**src/rtl/mda_pkg.sv**
```systemverilog
// Shared constants and helpers for the MDA video RAM scheduler.
package mda_pkg;

  // One character cell is nine dot clocks wide.
  localparam int CHAR_SLOTS   = 9;
  localparam int SLOT_CHAR    = 0;
  localparam int SLOT_ATTR    = 1;
  localparam int SLOT_CPU     = 3;
  localparam int SLOT_LOAD    = 8;
  localparam int BLINK_FRAMES = 16;

  // Derived slots: attribute data returns one slot after its address,
  // CPU read data returns one slot after the CPU slot.
  localparam int SLOT_ATTR_DATA = SLOT_ATTR + 1;
  localparam int SLOT_ACK       = SLOT_CPU + 1;

  localparam int SLOT_W  = $clog2(CHAR_SLOTS);
  localparam int FRAME_W = $clog2(BLINK_FRAMES);

  typedef logic [SLOT_W-1:0] slot_t;

  // Wrap 8 -> 0 unconditionally.
  function automatic slot_t next_slot(slot_t s);
    return (s == slot_t'(CHAR_SLOTS - 1)) ? '0 : s + slot_t'(1);
  endfunction

  function automatic logic is_slot(slot_t s, int n);
    return s == slot_t'(n);
  endfunction

endpackage

```
**src/rtl/mda_blink_gen.sv**
```systemverilog
// Blink phase generator: counts vsync rising edges and toggles the blink
// phase every BLINK_FRAMES frames (full blink period = 2*BLINK_FRAMES).
module mda_blink_gen
  import mda_pkg::*;
(
  input  logic clk,
  input  logic reset_n,
  input  logic vsync,
  output logic blink
);

  logic               vsync_q;
  logic [FRAME_W-1:0] frame_q, frame_d;
  logic               blink_q, blink_d;
  logic               vsync_rise;

  // Next-state: count one frame per vsync rising edge, toggle on wrap.
  always_comb begin
    // NOTE: every always_comb output gets a default first so no path
    // leaves it unassigned, which would otherwise infer a latch.
    frame_d    = frame_q;
    blink_d    = blink_q;
    vsync_rise = vsync & ~vsync_q;
    if (vsync_rise) begin
      frame_d = frame_q + FRAME_W'(1);
      if (frame_q == FRAME_W'(BLINK_FRAMES - 1)) blink_d = ~blink_q;
    end
  end

  // State registers; a held-high vsync only produces one edge.
  always_ff @(posedge clk or negedge reset_n) begin
    if (!reset_n) begin
      vsync_q <= 1'b0;
      frame_q <= '0;
      blink_q <= 1'b0;
    end else begin
      // NOTE: sequential state uses non-blocking assignments so every
      // register samples the pre-edge values regardless of statement order.
      vsync_q <= vsync;
      frame_q <= frame_d;
      blink_q <= blink_d;
    end
  end

  assign blink = blink_q;

endmodule

```
**src/rtl/mda_vram_sched.sv**
```systemverilog
// MDA text-mode VRAM slot scheduler. Each 9-dot character cell fetches the
// character byte (slot 0) and attribute byte (slot 1), offers one CPU access
// in slot 3, and hands both display bytes to the pixel shifter in slot 8.
// Display fetches occupy fixed slots, so CPU traffic can never delay them.
module mda_vram_sched
  import mda_pkg::*;
#(
  parameter int AW = 12
) (
  input  logic          clk,
  input  logic          reset_n,
  input  logic [AW-2:0] crtc_addr,
  input  logic          vsync,
  input  logic          bus_req,
  input  logic          bus_we,
  input  logic [AW-1:0] bus_addr,
  input  logic [7:0]    bus_din,
  output logic [7:0]    bus_dout,
  output logic          bus_ack,
  output logic [AW-1:0] ram_addr,
  output logic          ram_we,
  output logic [7:0]    ram_din,
  input  logic [7:0]    ram_dout,
  output logic [7:0]    char_byte,
  output logic [7:0]    att_byte,
  output logic          char_load,
  output logic          blink
);

  slot_t         slot_q, slot_d;
  logic [AW-2:0] crtc_q, crtc_d;
  logic [AW-1:0] addr_q, addr_d;
  logic [7:0]    din_q, din_d;
  logic [7:0]    dout_q, dout_d;
  logic          rd_pend_q, rd_pend_d;
  logic [7:0]    char_stage_q, char_stage_d;
  logic [7:0]    att_stage_q, att_stage_d;
  logic [7:0]    char_q, char_d;
  logic [7:0]    att_q, att_d;
  logic          load_q, load_d;
  logic          grant;

  // Slot decode: RAM port, CPU handshake and display staging.
  always_comb begin
    slot_d       = next_slot(slot_q);
    crtc_d       = crtc_q;
    addr_d       = addr_q;
    din_d        = din_q;
    dout_d       = dout_q;
    rd_pend_d    = 1'b0;
    char_stage_d = char_stage_q;
    att_stage_d  = att_stage_q;
    char_d       = char_q;
    att_d        = att_q;
    load_d       = 1'b0;
    ram_we       = 1'b0;
    bus_ack      = 1'b0;
    grant        = is_slot(slot_q, SLOT_CPU) && bus_req;

    // Character fetch; the CRTC address is held for the attribute fetch.
    if (is_slot(slot_q, SLOT_CHAR)) begin
      addr_d = {crtc_addr, 1'b0};
      crtc_d = crtc_addr;
    end

    // Attribute fetch; character byte from slot 0 arrives now.
    if (is_slot(slot_q, SLOT_ATTR)) begin
      addr_d       = {crtc_q, 1'b1};
      char_stage_d = ram_dout;
    end

    if (is_slot(slot_q, SLOT_ATTR_DATA)) att_stage_d = ram_dout;

    // CPU slot: writes complete immediately, reads return next slot.
    if (grant) begin
      addr_d    = bus_addr;
      din_d     = bus_din;
      ram_we    = bus_we;
      bus_ack   = bus_we;
      rd_pend_d = ~bus_we;
    end

    if (is_slot(slot_q, SLOT_ACK) && rd_pend_q) begin
      dout_d  = ram_dout;
      bus_ack = 1'b1;
    end

    // Load the output pair on the edge entering the load slot so that
    // char_byte/att_byte and char_load are all visible during that slot.
    if (is_slot(slot_q, SLOT_LOAD - 1)) begin
      char_d = char_stage_q;
      att_d  = att_stage_q;
      load_d = 1'b1;
    end
  end

  // Scheduler state; reset aborts any in-flight CPU read.
  always_ff @(posedge clk or negedge reset_n) begin
    if (!reset_n) begin
      slot_q       <= '0;
      crtc_q       <= '0;
      addr_q       <= '0;
      din_q        <= '0;
      dout_q       <= '0;
      rd_pend_q    <= 1'b0;
      char_stage_q <= '0;
      att_stage_q  <= '0;
      char_q       <= '0;
      att_q        <= '0;
      load_q       <= 1'b0;
    end else begin
      slot_q       <= slot_d;
      crtc_q       <= crtc_d;
      addr_q       <= addr_d;
      din_q        <= din_d;
      dout_q       <= dout_d;
      rd_pend_q    <= rd_pend_d;
      char_stage_q <= char_stage_d;
      att_stage_q  <= att_stage_d;
      char_q       <= char_d;
      att_q        <= att_d;
      load_q       <= load_d;
    end
  end

  // The RAM address is presented in the slot that owns it; during reset
  // slot 0 would otherwise drive the live CRTC address, so force it to 0.
  assign ram_addr  = reset_n ? addr_d : '0;
  assign ram_din   = din_d;
  assign bus_dout  = dout_d;
  assign char_byte = char_q;
  assign att_byte  = att_q;
  assign char_load = load_q;

  mda_blink_gen u_blink (
    .clk     (clk),
    .reset_n (reset_n),
    .vsync   (vsync),
    .blink   (blink)
  );

endmodule

```
**config.mk**
```make
export PLATFORM = sky130hd
export DESIGN_NAME = mda_vram_sched
export DESIGN_NICKNAME = d
export VERILOG_FILES = /design/src/rtl/mda_pkg.sv /design/src/rtl/mda_blink_gen.sv /design/src/rtl/mda_vram_sched.sv
export SDC_FILE = /design/constraint.sdc
export NUM_CORES = 1
export LEC_CHECK = 0
export BUFFER_PORTS_ARGS = -buffer_cell sky130_fd_sc_hd__buf_2
export CAP_MARGIN = 10
export CELL_PAD_IN_SITES_DETAIL_PLACEMENT = 0
export CELL_PAD_IN_SITES_GLOBAL_PLACEMENT = 2
export CORE_MARGIN = 2
export CORE_UTILIZATION = 31
export DETAILED_ROUTE_END_ITERATION = 6
export PLACE_DENSITY_LB_ADDON = 0.1
export SYNTH_ARGS = -nofsm -noshare
export SYNTH_HDL_FRONTEND = slang
export SYNTH_SLANG_ARGS = --single-unit
```
**constraint.sdc**
```tcl
create_clock -name clk -period 2 [get_ports clk]
set_input_delay 0.4 -clock clk [delete_from_list [all_inputs] [get_ports clk]]
set_output_delay 0.4 -clock clk [all_outputs]
set_load 0.1 [all_outputs]
```
==> impl_metrics.csv <==
group,metric,value,unit
cts,cts_buffers,9,
place,port_buffers,91,
place,dp_hpwl,7490,um
sta,timing.final.ws_setup,-0.467,ns
cts,cts_hold_buf,0,
sta,slew_viol_final,0,
cts,htree_num_levels,3,
cts,cts.sinks,83,
setup_path,critPathKind,"flip-flop to primary output",
yosys,syn-mean-instance-area,11.9,um2
yosys,synth-edff-count,0,
global_routing,track_usage,17.0,%
setup_path,reg2reg_slack,0.14,ns
drt,drc,0,
drt,ant_nets,0,
cts,clkTransAtPathRegs,0.06,ns
global_routing,grt_pass1_wl,17100,um
finish,final_area,6520,um2
drt,wl_per_cell,16.7,um
sta,fin_skew,0.00570,ns
cts,clk_latency,0.35,ns
setup_path,required,1.60,ns
place,place_area,5720,um2
finish,antennaDiodeCount,0,
power_and_ir_drop,peakVddDrop,0.000680,V
yosys,synth_cell_types,32,
job,cap_viol_max_count,0,
floorplanning,fp.dieH,116,um
drt,drtPass1Iterations,4,
sta,fin_crit,2.47,ns
sta,setup_viol,30,
cts,cts_max_path_buffers,2,
setup_path,cp-end-kind,"primary output",
drt,num_vias,3030,
sta,period_share,123,%
floorplanning,die_area,13400,um2
min_path,hp-class,"input pin to asynchronous set/reset pin",
sta,rsz0062_at_grt,"yes",
yosys,synth-seq-area-share,53.7,%
power_and_ir_drop,powerDensity,772,nW/um2
floorplanning,fp.dieW,116,um
power_and_ir_drop,leakage,2.81,nW
setup_path,crit_path_start_kind,"flip-flop",
yosys,yosys_warnings,0,
drt,first_iter_violations,89,
setup_path,crit_arrival,2.07,ns
global_routing,grt_pass1_vias,3172,
outcome,violations,"negative setup slack",
drt,drt_wl_total,10900,um
floorplanning,ios,92,
finish,area_growth,68.4,%
yosys,ys.flop_type,"dfrtp_1",
drt,via_per_inst,4.67,
sta,timing.slew.headroom,58.3,%
global_routing,overflow,0,
place,place_ws,-0.155,ns
place,globalplace.congestion,0.815,
global_routing,grt_max_degree,51,
finish,layout.nets,525,
yosys,synthesis.nets,373,
floorplanning,core_area,12100,um2
yosys,synth_cells,324,
sta,max_freq,405,MHz
outcome,outcome,"finished, violations left",
yosys,syn_area,3870,um2
sta,worst_pin_slew,0.625,ns
global_routing,antenna_found_initial,0,
cts,cts-root-buf,"clkbuf_16",
floorplanning,start_util,32.0,%
sta,hold_viol_final,0,
yosys,async_flop_share,100,%
yosys,yosys_register_bits,83,
finish,drive_above_1_share,66.1,%
cts,cts_tree,"done",
floorplanning,fp-row-count,40,
setup_path,crit_fanout,7,
==> sequential cells by signal (all words and copies together), names as in the netlist <==
register,cells
addr_q,12
att_byte,8
att_stage_q,8
char_byte,8
char_load,1
char_stage_q,8
crtc_q,11
din_q,8
dout_q,8
rd_pend_q,1
slot_q,4
u_blink.blink,1
u_blink.frame_q,4
u_blink.vsync_q,1
==> cells in the mapped netlist (2+ instances only) <==
cell type / instances / area (um2)
or4b_1: 22 / 220
nand2_1: 41 / 154
or2_2: 11 / 68.8
inv_1: 6 / 22.5
nor2_1: 3 / 11.3
mux2_4: 10 / 150
o21ai_0: 9 / 45.0
nand3_1: 14 / 70.1
nand4_1: 2 / 12.5
buf_2: 11 / 55.1
buf_6: 4 / 45.0
mux2_2: 42 / 473
ha_1: 5 / 62.6
clkbuf_1: 7 / 26.3
xnor2_1: 3 / 26.3
o21ai_1: 4 / 20.0
o31ai_1: 22 / 165
a21oi_1: 12 / 60.1
dfrtp_1: 83 / 2080
==> routing by layer <==
metal,up-vias,wire (um),GRT usage (%)
met5,-,0,0
met2,67,4880,24.8
li1,1467,-,-
met4,0,99,3.57
met1,1487,5240,24.6
met3,9,652,6.01
==> worst paths after layout <==
kind	start	to	cells after the start
worst max-delay path	slot_q[1]	ram_addr[1]	7
worst min-delay path	reset_n	addr_q[6]	2
worst max register to register	slot_q[1]	addr_q[9]	8
worst min register to register	u_blink.blink	u_blink.blink	1
max in group asynchronous	reset_n	u_blink.frame_q[2]	3
min in group clk	vsync	u_blink.vsync_q	1
==> per-stage QoR <==
step	TNS, ns	cells	utilization (%)	total power (W)	hold WS [ns]
4_1_cts	-12.65	637	52.1	0.00509	0.00219
3_3_place_gp	-1.64	606	47.2	0.00323	0.380
3_5_place_dp	-2.37	606	47.2	0.00325	0.374
5_1_grt	-14.40	649	53.8	0.00523	0.00304
6_report	-12.09	649	53.8	0.00503	0.0142
2_1_floorplan	-4.28	324	-	0.00279	0.104
==> kinds of logic after synthesis <==
| group | after synthesis | synth area share, % |
|---|---|---|
| compound gates | 50 | 8.05 |
| xor+xnor | 4 | 0.905 |
| flops | 83 | 53.7 |
| buf+inv | 28 | 3.85 |
| fa+ha+maj | 5 | 1.62 |
| simple gates | 102 | 15.8 |
| mux | 52 | 16.1 |
==> cells in the final DEF, fill, tap and decap left out, drive strengths merged, types with 5 or more instances in the layout <==
| cell | instances |
|---|---|
| a21oi | 12 |
| nand3 | 15 |
| mux2 | 52 |
| ha | 5 |
| o31ai | 22 |
| or2 | 11 |
| clkbuf | 11 |
| or4b | 22 |
| dfrtp | 83 |
| inv | 6 |
| nand2 | 42 |
| buf | 162 |
| o21ai | 13 |
==> worst max-delay path, cell delays in order, from the launching register on <==
cell and delay [ns]:
dfrtp_1 0.39, inv_2 0.10, ha_4 0.17, buf_12 0.11
or4b_4 0.48, a21oi_4 0.21, o31ai_4 0.08, buf_12 0.18
==> report_power, final <==
| group | internal [W] | switching (W) | leakage (nW) |
|---|---|---|---|
| sequential | 0.00183 | 0.0000919 | 0.982 |
| combinational | 0.000461 | 0.000849 | 1.68 |
| clock | 0.00110 | 0.000701 | 0.149 |
| total | 0.00339 | 0.00164 | 2.81 |
==> final cells by class <==
type | instances | area (um2)
clock inverter | 6 | 88.8
clock buffer | 10 | 229
fill | 1071 | 5590
timing repair buffer | 163 | 1630
multi-input combinational | 213 | 2260
inverter | 6 | 26.3
sequential | 83 | 2080
tap | 168 | 210
==> timing repair <==
item / 4_1_cts / 5_1_grt
buffers inserted: 14 / 12
setup endpoints to repair: 30 / 30
cloned: 2 / 1
pin swaps: 20 / 22
gates resized for setup: 32 / 24
(Power assumes the default switching activity.)
